--- src/rtl/motion_alarm_ctrl.sv ---
// ---------------------------------------------------------------------------
// motion_alarm_ctrl
//
// Consumer end of the PIR sensor interface. Each of the three PIR levels is
// compared against a threshold. A run of motion must last for CONFIRM_CYCLES
// consecutive cycles before the controller raises a latched alarm. The alarm
// records which zones took part in the confirming run. The controller arms
// through an exit delay, and the user can disarm it or acknowledge an alarm.
//
// Parameters
//   THRESHOLD       sensor level counted as motion (level >= THRESHOLD)
//   CONFIRM_CYCLES  consecutive motion cycles needed to raise alarm (1..15)
//   ARM_DELAY       exit-delay cycles spent in ARMING (0..15)
//
// Ports
//   clk           in   1  system clock, rising edge
//   rst_n         in   1  asynchronous active-low reset
//   turn          in   1  system enable; 1 = armed request, 0 = disarm
//   stop_alarm    in   1  user acknowledge; clears an active alarm
//   pir_sensor_1  in   7  PIR level, zone 0
//   pir_sensor_2  in   7  PIR level, zone 1
//   pir_sensor_3  in   7  PIR level, zone 2
//   armed         out  1  1 in ARMED / CONFIRM / ALARM
//   alarm         out  1  1 only in ALARM
//   zone          out  3  zones seen in the confirming run (bit0 = sensor_1)
//   alarm_count   out  8  alarms raised since reset, saturating at 8'hFF
//   state         out  3  encoded FSM state for debug
// ---------------------------------------------------------------------------
module motion_alarm_ctrl #(
    parameter logic [6:0]  THRESHOLD      = 7'd20,
    parameter int unsigned CONFIRM_CYCLES = 3,
    parameter int unsigned ARM_DELAY      = 2
) (
    input  logic       clk,
    input  logic       rst_n,
    input  logic       turn,
    input  logic       stop_alarm,
    input  logic [6:0] pir_sensor_1,
    input  logic [6:0] pir_sensor_2,
    input  logic [6:0] pir_sensor_3,
    output logic       armed,
    output logic       alarm,
    output logic [2:0] zone,
    output logic [7:0] alarm_count,
    output logic [2:0] state
);

    typedef enum logic [2:0] {
        S_IDLE    = 3'd0,
        S_ARMING  = 3'd1,
        S_ARMED   = 3'd2,
        S_CONFIRM = 3'd3,
        S_ALARM   = 3'd4
    } state_t;

    // The last value of each counter before its transition fires.
    localparam logic [3:0] DLY_LAST = 4'(ARM_DELAY - 1);
    localparam logic [3:0] CNF_LAST = 4'(CONFIRM_CYCLES - 1);

    // With no exit delay, arming goes straight to ARMED.
    localparam state_t ARM_ENTRY   = (ARM_DELAY == 0) ? S_ARMED : S_ARMING;
    localparam logic   ENTRY_ARMED = (ARM_DELAY == 0);

    state_t     cur;
    logic [3:0] dly_cnt;
    logic [3:0] cnf_cnt;
    logic [2:0] zone_acc;

    logic [2:0] hit;
    logic       any_hit;
    logic [2:0] burst_zone;
    logic       burst_done;

    assign hit = {pir_sensor_3 >= THRESHOLD,
                  pir_sensor_2 >= THRESHOLD,
                  pir_sensor_1 >= THRESHOLD};
    assign any_hit = |hit;

    // cnf_cnt and zone_acc are always zero in ARMED. ARMED and CONFIRM can
    // therefore share one path: in ARMED the first hit yields count 1 and
    // zone = hit. With CONFIRM_CYCLES == 1, CNF_LAST is 0, so the first hit
    // raises the alarm at once.
    assign burst_zone = zone_acc | hit;
    assign burst_done = (cnf_cnt == CNF_LAST);

    assign state = cur;

    // NOTE: state and outputs update only with non-blocking assignments.
    // Every register therefore sees the pre-edge values of the others, and
    // the order of statements inside the block has no effect on the result.
    always_ff @(posedge clk or negedge rst_n) begin
        if (!rst_n) begin
            cur         <= S_IDLE;
            armed       <= 1'b0;
            alarm       <= 1'b0;
            zone        <= 3'b000;
            alarm_count <= 8'h00;
            dly_cnt     <= 4'd0;
            cnf_cnt     <= 4'd0;
            zone_acc    <= 3'b000;
        end else if (!turn) begin
            // Disarm wins over everything except reset. alarm_count is kept.
            cur      <= S_IDLE;
            armed    <= 1'b0;
            alarm    <= 1'b0;
            zone     <= 3'b000;
            dly_cnt  <= 4'd0;
            cnf_cnt  <= 4'd0;
            zone_acc <= 3'b000;
        end else begin
            unique case (cur)
                S_IDLE: begin
                    cur     <= ARM_ENTRY;
                    armed   <= ENTRY_ARMED;
                    dly_cnt <= 4'd0;
                end

                S_ARMING: begin
                    // Sensors are ignored during the exit delay.
                    if (dly_cnt == DLY_LAST) begin
                        cur     <= S_ARMED;
                        armed   <= 1'b1;
                        dly_cnt <= 4'd0;
                    end else begin
                        dly_cnt <= dly_cnt + 4'd1;
                    end
                end

                S_ARMED, S_CONFIRM: begin
                    if (!any_hit) begin
                        // A single quiet cycle restarts the run.
                        cur      <= S_ARMED;
                        cnf_cnt  <= 4'd0;
                        zone_acc <= 3'b000;
                    end else if (burst_done) begin
                        cur      <= S_ALARM;
                        alarm    <= 1'b1;
                        zone     <= burst_zone;
                        cnf_cnt  <= 4'd0;
                        zone_acc <= 3'b000;
                        if (alarm_count != 8'hFF) begin
                            alarm_count <= alarm_count + 8'd1;
                        end
                    end else begin
                        cur      <= S_CONFIRM;
                        cnf_cnt  <= cnf_cnt + 4'd1;
                        zone_acc <= burst_zone;
                    end
                end

                S_ALARM: begin
                    // Zone stays frozen until acknowledge. The full exit
                    // delay is applied again before re-arming.
                    if (stop_alarm) begin
                        cur     <= ARM_ENTRY;
                        armed   <= ENTRY_ARMED;
                        alarm   <= 1'b0;
                        zone    <= 3'b000;
                        dly_cnt <= 4'd0;
                    end
                end

                default: begin
                    cur      <= S_IDLE;
                    armed    <= 1'b0;
                    alarm    <= 1'b0;
                    zone     <= 3'b000;
                    dly_cnt  <= 4'd0;
                    cnf_cnt  <= 4'd0;
                    zone_acc <= 3'b000;
                end
            endcase
        end
    end

endmodule

--- config.mk ---
export PLATFORM = sky130hd
export DESIGN_NAME = motion_alarm_ctrl
export DESIGN_NICKNAME = d
export VERILOG_FILES = /design/src/rtl/motion_alarm_ctrl.sv
export SDC_FILE = /design/constraint.sdc
export NUM_CORES = 1
export LEC_CHECK = 0
export CAP_MARGIN = 20
export CORE_MARGIN = 2
export CORE_UTILIZATION = 40
export DETAILED_ROUTE_END_ITERATION = 10
export DONT_BUFFER_PORTS = 1
export SETUP_SLACK_MARGIN = 0.5
export SLEW_MARGIN = 15
export SYNTH_ARGS = -nofsm -noshare
export SYNTH_HDL_FRONTEND = slang
export SYNTH_SLANG_ARGS = --single-unit
--- constraint.sdc ---
create_clock -name clk -period 3.1 [get_ports clk]
set_clock_uncertainty 0.2 [all_clocks]
set_input_delay 0.155 -clock clk [delete_from_list [all_inputs] [get_ports clk]]
set_output_delay 0.155 -clock clk [all_outputs]
set_load 0.02 [all_outputs]
==> Word level (Yosys, flattened, before mapping) <==
Index checks and enable logic that the tools add are counted.
{ "word_totals": {"reg_bits": 27, "inputBits": 25, "output_inout_bits": 16, "wordCells": 70} }
{ "op_classes": {"addsub": 3, "magnitude_cmp": 3, "eq_ne": 14, "mux": 31, "bitwise_logic": 1, "reduce_logical": 10} }
{ "ops": {"columns": ["operator", "count"], "rows": [
  ["$mux W3", 12],
  ["$mux W4", 6],
  ["$ge A7 B5 Y1 const B", 3],
  ["$ne A3 B3 Y1 const B", 4],
  ["$pmux W3 S4", 1],
  ["$pmux W4 S3", 1],
  ["$pmux W3 S3", 1],
  ["$add A4 B1 Y4 const B", 2],
  ["$add A8 B1 Y8 const B", 1],
  ["$ne A8 B8 Y1 const B", 1],
  ["$pmux W4 S2", 1],
  ["$eq A3 B2 Y1 const B", 2],
  ["$mux W1", 6],
  ["$ne A2 B2 Y1 const B", 3],
  ["$pmux W1 S3", 2],
  ["$pmux W3 S2", 1],
  ["$reduce_or A3 Y1", 2],
  ["$reduce_and A5 Y1", 1],
  ["$eq A4 B1 Y1 const B", 1],
  ["$eq A4 B2 Y1 const B", 1],
  ["$reduce_and A2 Y1", 2],
  ["$reduce_and A4 Y1", 1],
  ["$reduce_or A2 Y1", 2],
  ["$eq A3 B1 Y1 const B", 1],
  ["other kinds (4)", 4]
]} }

==> Logic depth before layout (Yosys ltp) <==
{ "depth": {"word_depth": 6, "mapped_depth": 7, "ltp_nobuf": 7} }

==> Worst setup path before layout <==
Ideal clock, no wire load.
{ "synth_path": {"kind": "register to register", "startpoint": "register cnf_cnt[0]", "endpoint": "register alarm_count[5]", "setup_time_ps": 130, "arrival_ps": 1435, "t_required_ps": 2770, "slack_ps": 1335, "path_stages_with_launch": 8, "n_path_buf": 0, "synth_period_minus_slack_ps": 1765, "path_cell_list": "dfrtp_1 > inv_1 > ha_1 > nor3b_4 > and4_1 > and3_1 > nand3_1 > xnor2_1"} }
{ "synth_between": {"elab_chain_cells": 2} }
{ "synth_lines": {"columns": ["item", "line", "text"], "rows": [
  ["start: declaration", "66", "logic [3:0] cnf_cnt;"],
  ["start signal: assignment", "146", "cnf_cnt <= cnf_cnt + 4'd1;"],
  ["$eq A4 B2 Y1", "84", "assign burst_done = (cnf_cnt == CNF_LAST);"],
  ["$reduce_and A5 Y1 (no line)", null, null],
  ["end signal: assignment", "142", "alarm_count <= alarm_count + 8'd1;"],
  ["end: declaration", "44", "output logic [7:0] alarm_count,"]
]} }
Every way passes these cells.
A chain may end at the register's enable or synchronous reset.

==> Worst setup path after layout <==
{ "layout_path": {"startpoint": "input port pir_sensor_3[6]", "endpoint": "register zone_acc[2]"} }
{ "layout_between": {"elab_chain_cells": 6, "elab_cells_between_ends": 7, "classes_between": "1 x order compare; 4 x mux; 1 x bitwise; 1 x reduce/logical"} }
{ "layout_lines": {"columns": ["item", "line", "text"], "rows": [
  ["start: declaration", "40", "input logic [6:0] pir_sensor_3,"],
  ["$ge A7 B5 Y1 (*)", "74", "assign hit = {pir_sensor_3 >= THRESHOLD,"],
  ["$or A3 B3 Y3", "83", "assign burst_zone = zone_acc | hit;"],
  ["$mux W3", "135", "end else if (burst_done) begin"],
  ["$mux W3 (*)", "130", "if (!any_hit) begin"],
  ["$pmux W3 S2 (*)", "111", "unique case (cur)"],
  ["$mux W3 (*)", "101", "end else if (!turn) begin"],
  ["end signal: assignment", "147", "zone_acc <= burst_zone;"],
  ["end: declaration", "67", "logic [2:0] zone_acc;"]
]} }
Every way passes the cells marked *; elsewhere a longest branch is shown, timed or not.

==> results.md <==
* Setup TNS Final at 0 ps
* PwrDens at 380 nW/um2
* Startpoint types: input port
* Register area at 676 um2
* I/O pins at 41
* Clock Latency Late Sink at 330 ps
* Die area at 4000 um2
* Req. time, crit path at 3120 ps
* Die X at 63.2 um
* Endpoints failing hold at 0
* Prevailing post-synth register cell: dfrtp_1
* Mapped Cells at 138
* CTS H-tree depth at 1
* Wire length per cell at 14.8 um
* CP arrival at 2210 ps
* Fmax achieved at 0.456 GHz
* DP HPWL at 2.10 mm
* # diodes at 0
* Layout cells sized above 1 at 7.19%
* DRT iter0 DRCs at 27
* Worst slew pin tran at 484 ps
* Number of synthesized register bits at 27
* Seq/Total Area, Yosys at 48.1%
* Fin cells at 199
* Pin count of the biggest net entering global routing at 28
* Reg2reg path depth at 6
* Mapped cell area at 1400 um2
* GRT Total Usage at 15.9%
* Maximum fanout along the worst path at 2
* Syn avg cell area at 10.2 um2
* CP endpoint kind: register
* Final Power at 0.615 mW
* Final Slew Violations at 0
* Commonest non-fill, non-tap cell in the layout: dfrtp_1
* Max-Cap Viols at 0
* Worst-path clk slew at 140 ps
* Vias at 1,110
* Initial Utilization at 41.7%
* Gr ovfl total at 0
* Min-delay worst type: in2reg
* Synth cell types at 37
* Ys Warns at 0
* Synthesis-to-finish area growth at 15.2%
* Commonest non-fill, non-tap cells in the layout: dfrtp_1 (27), nand2_1 (14), o21ai_1 (12), a21oi_1 (12), dlygate4sd3_1 (11)
* Longest Clk Path Bufs at 2
* Hold Path Depth at 4
* Num CTS Buffers at 3
* Post-route DRC violation count at 0
* DRT antenna net count at 0
* Total Wirelength at 2.94 mm
* Number of flops mapped to enable cells by yosys at 0
* Multi-input gate area at 716 um2
* Unrepaired setup endpoints after global routing: false
* Worst VDD drop at 0.181 mV
* Vias per Instance at 5.58
* Min cycle time layout at 2190 ps
* Root Driver: clkbuf_4
* Status: complete, no violations
* Critical path type: in2reg
* Fillers at 332
* Chip height at 63.2 um
* Row cnt at 21
* First-pass DRT Iterations at 4
* Tcrit/Tclk final at 70.8%
* First-pass GRT wire length at 5.05 mm
* Net total in the final layout at 184
* Core area at 3360 um2
* Initial antenna violation count at 0
* Final setup viols at 0
* Gpl congestion at 0.733
* TritonCTS clock tree: built
* Fraction of registers with async set/reset at 100%
* Slew headroom at 67.8%
* Placed insts at 183
* Syn nets at 168
* Leak at 0.699 nW
* Port bufs at 0
* Clock Sinks at 27
* Vias in the first global route at 1,108
-- cells in the mapped netlist (2+ instances only) --
library cell	instances	area share [%]
o21a_1	2	1.1
dfrtp_1	27	48
o21ai_1	12	4.3
and4_1	2	1.2
a21oi_1	12	4.3
nor3b_1	2	1.1
nand2b_1	3	1.3
o2bb2ai_1	3	1.9
nor2_1	8	2.1
or2_1	2	0.89
nor2b_1	3	1.3
and2b_1	2	1.1
nand2_1	14	3.7
xnor2_1	6	3.7
mux2_1	2	1.6
and3_1	2	0.89
nand4_1	4	1.8
ha_1	5	4.5
inv_1	2	0.53
nand3_1	6	2.1
o21ai_0	3	1.1
-- registers in the layout, indices dropped and copies added, names as in the netlist --
register / flops
zone_acc: 3
dly_cnt: 4
state: 3
alarm: 1
armed: 1
zone: 3
cnf_cnt: 4
alarm_count: 8
-- where the power goes --
part           internal (mW)  switching [mW]  total, mW
registers              0.362          0.0204      0.382
clock network         0.0494           0.107      0.157
logic                 0.0329          0.0426     0.0755
-- final timing paths --
check	from	to	slack, ps
worst max-delay path	pir_sensor_3[6]	zone_acc[2]$_DFFE_PN0P_	910
worst min-delay path	pir_sensor_2[6]	zone_acc[1]$_DFFE_PN0P_	30
worst max register to register	cnf_cnt[0]$_DFFE_PN0P_	alarm_count[1]$_DFFE_PN0P_	1070
worst min register to register	dly_cnt[3]$_DFFE_PN0P_	dly_cnt[3]$_DFFE_PN0P_	310
max in group asynchronous	rst_n	zone_acc[2]$_DFFE_PN0P_	2500
min in group asynchronous	rst_n	zone[2]$_DFFE_PN0P_	50
-- routing by layer --
| layer | up-vias | share of wire [%] | wire [um] | global-route usage, % |
|---|---|---|---|---|
| li1 | 541 | - | - | - |
| met1 | 536 | 46 | 1350 | 20.6 |
| met2 | 29 | 48 | 1410 | 26.7 |
| met3 | 4 | 5.2 | 152 | 3.04 |
| met4 | 0 | 1.1 | 31 | 5.71 |
| met5 | - | 0 | 0 | 0 |
-- worst max-delay path, cell delays in order --
cell,delay [ps]
dlygate4sd3_1,530
nor2_1,140
dlygate4sd3_1,570
nand2_1,50
dlygate4sd3_1,570
a21oi_1,150
a21oi_1,50
-- final cells by class --
class                      count  area share [%]
tap                           46            3.56
inverter                       2           0.464
clock inverter                 1           0.464
timing repair buffer          12            8.05
multi-input combinational    108            44.3
clock buffer                   3            1.39
sequential                    27            41.8
-- through the flow --
stage,setup WS [ps],hold slack [ps],utilization (%),cell area (um2)
global placement,1130,-339,43.3,1460
global route,849,33.8,48.1,1620
floorplan,1330,-341,-,1400
detailed placement,1080,-340,43.3,1460
finish,906,32.4,48.1,1620
CTS,941,1.70,48.1,1620
-- repair_timing --
| action | CTS | global route |
|---|---|---|
| hold buffers | 12 | 0 |
| hold endpoints to repair | 48 | 0 |
| buffers inserted | 0 | 0 |
| resized for setup | 0 | 0 |
-- cells by family after synthesis --
group,synth area share [%]
muxes,1.60
DFF,48.1
and+or+nand+nor,24.6
adders and majority gates,4.46
AOI/OAI and AO/OA,16.0
buffers and inverters,0.891
xor gates and xnor gates,4.37
No activity file was read; power rests on OpenSTA's default activity.
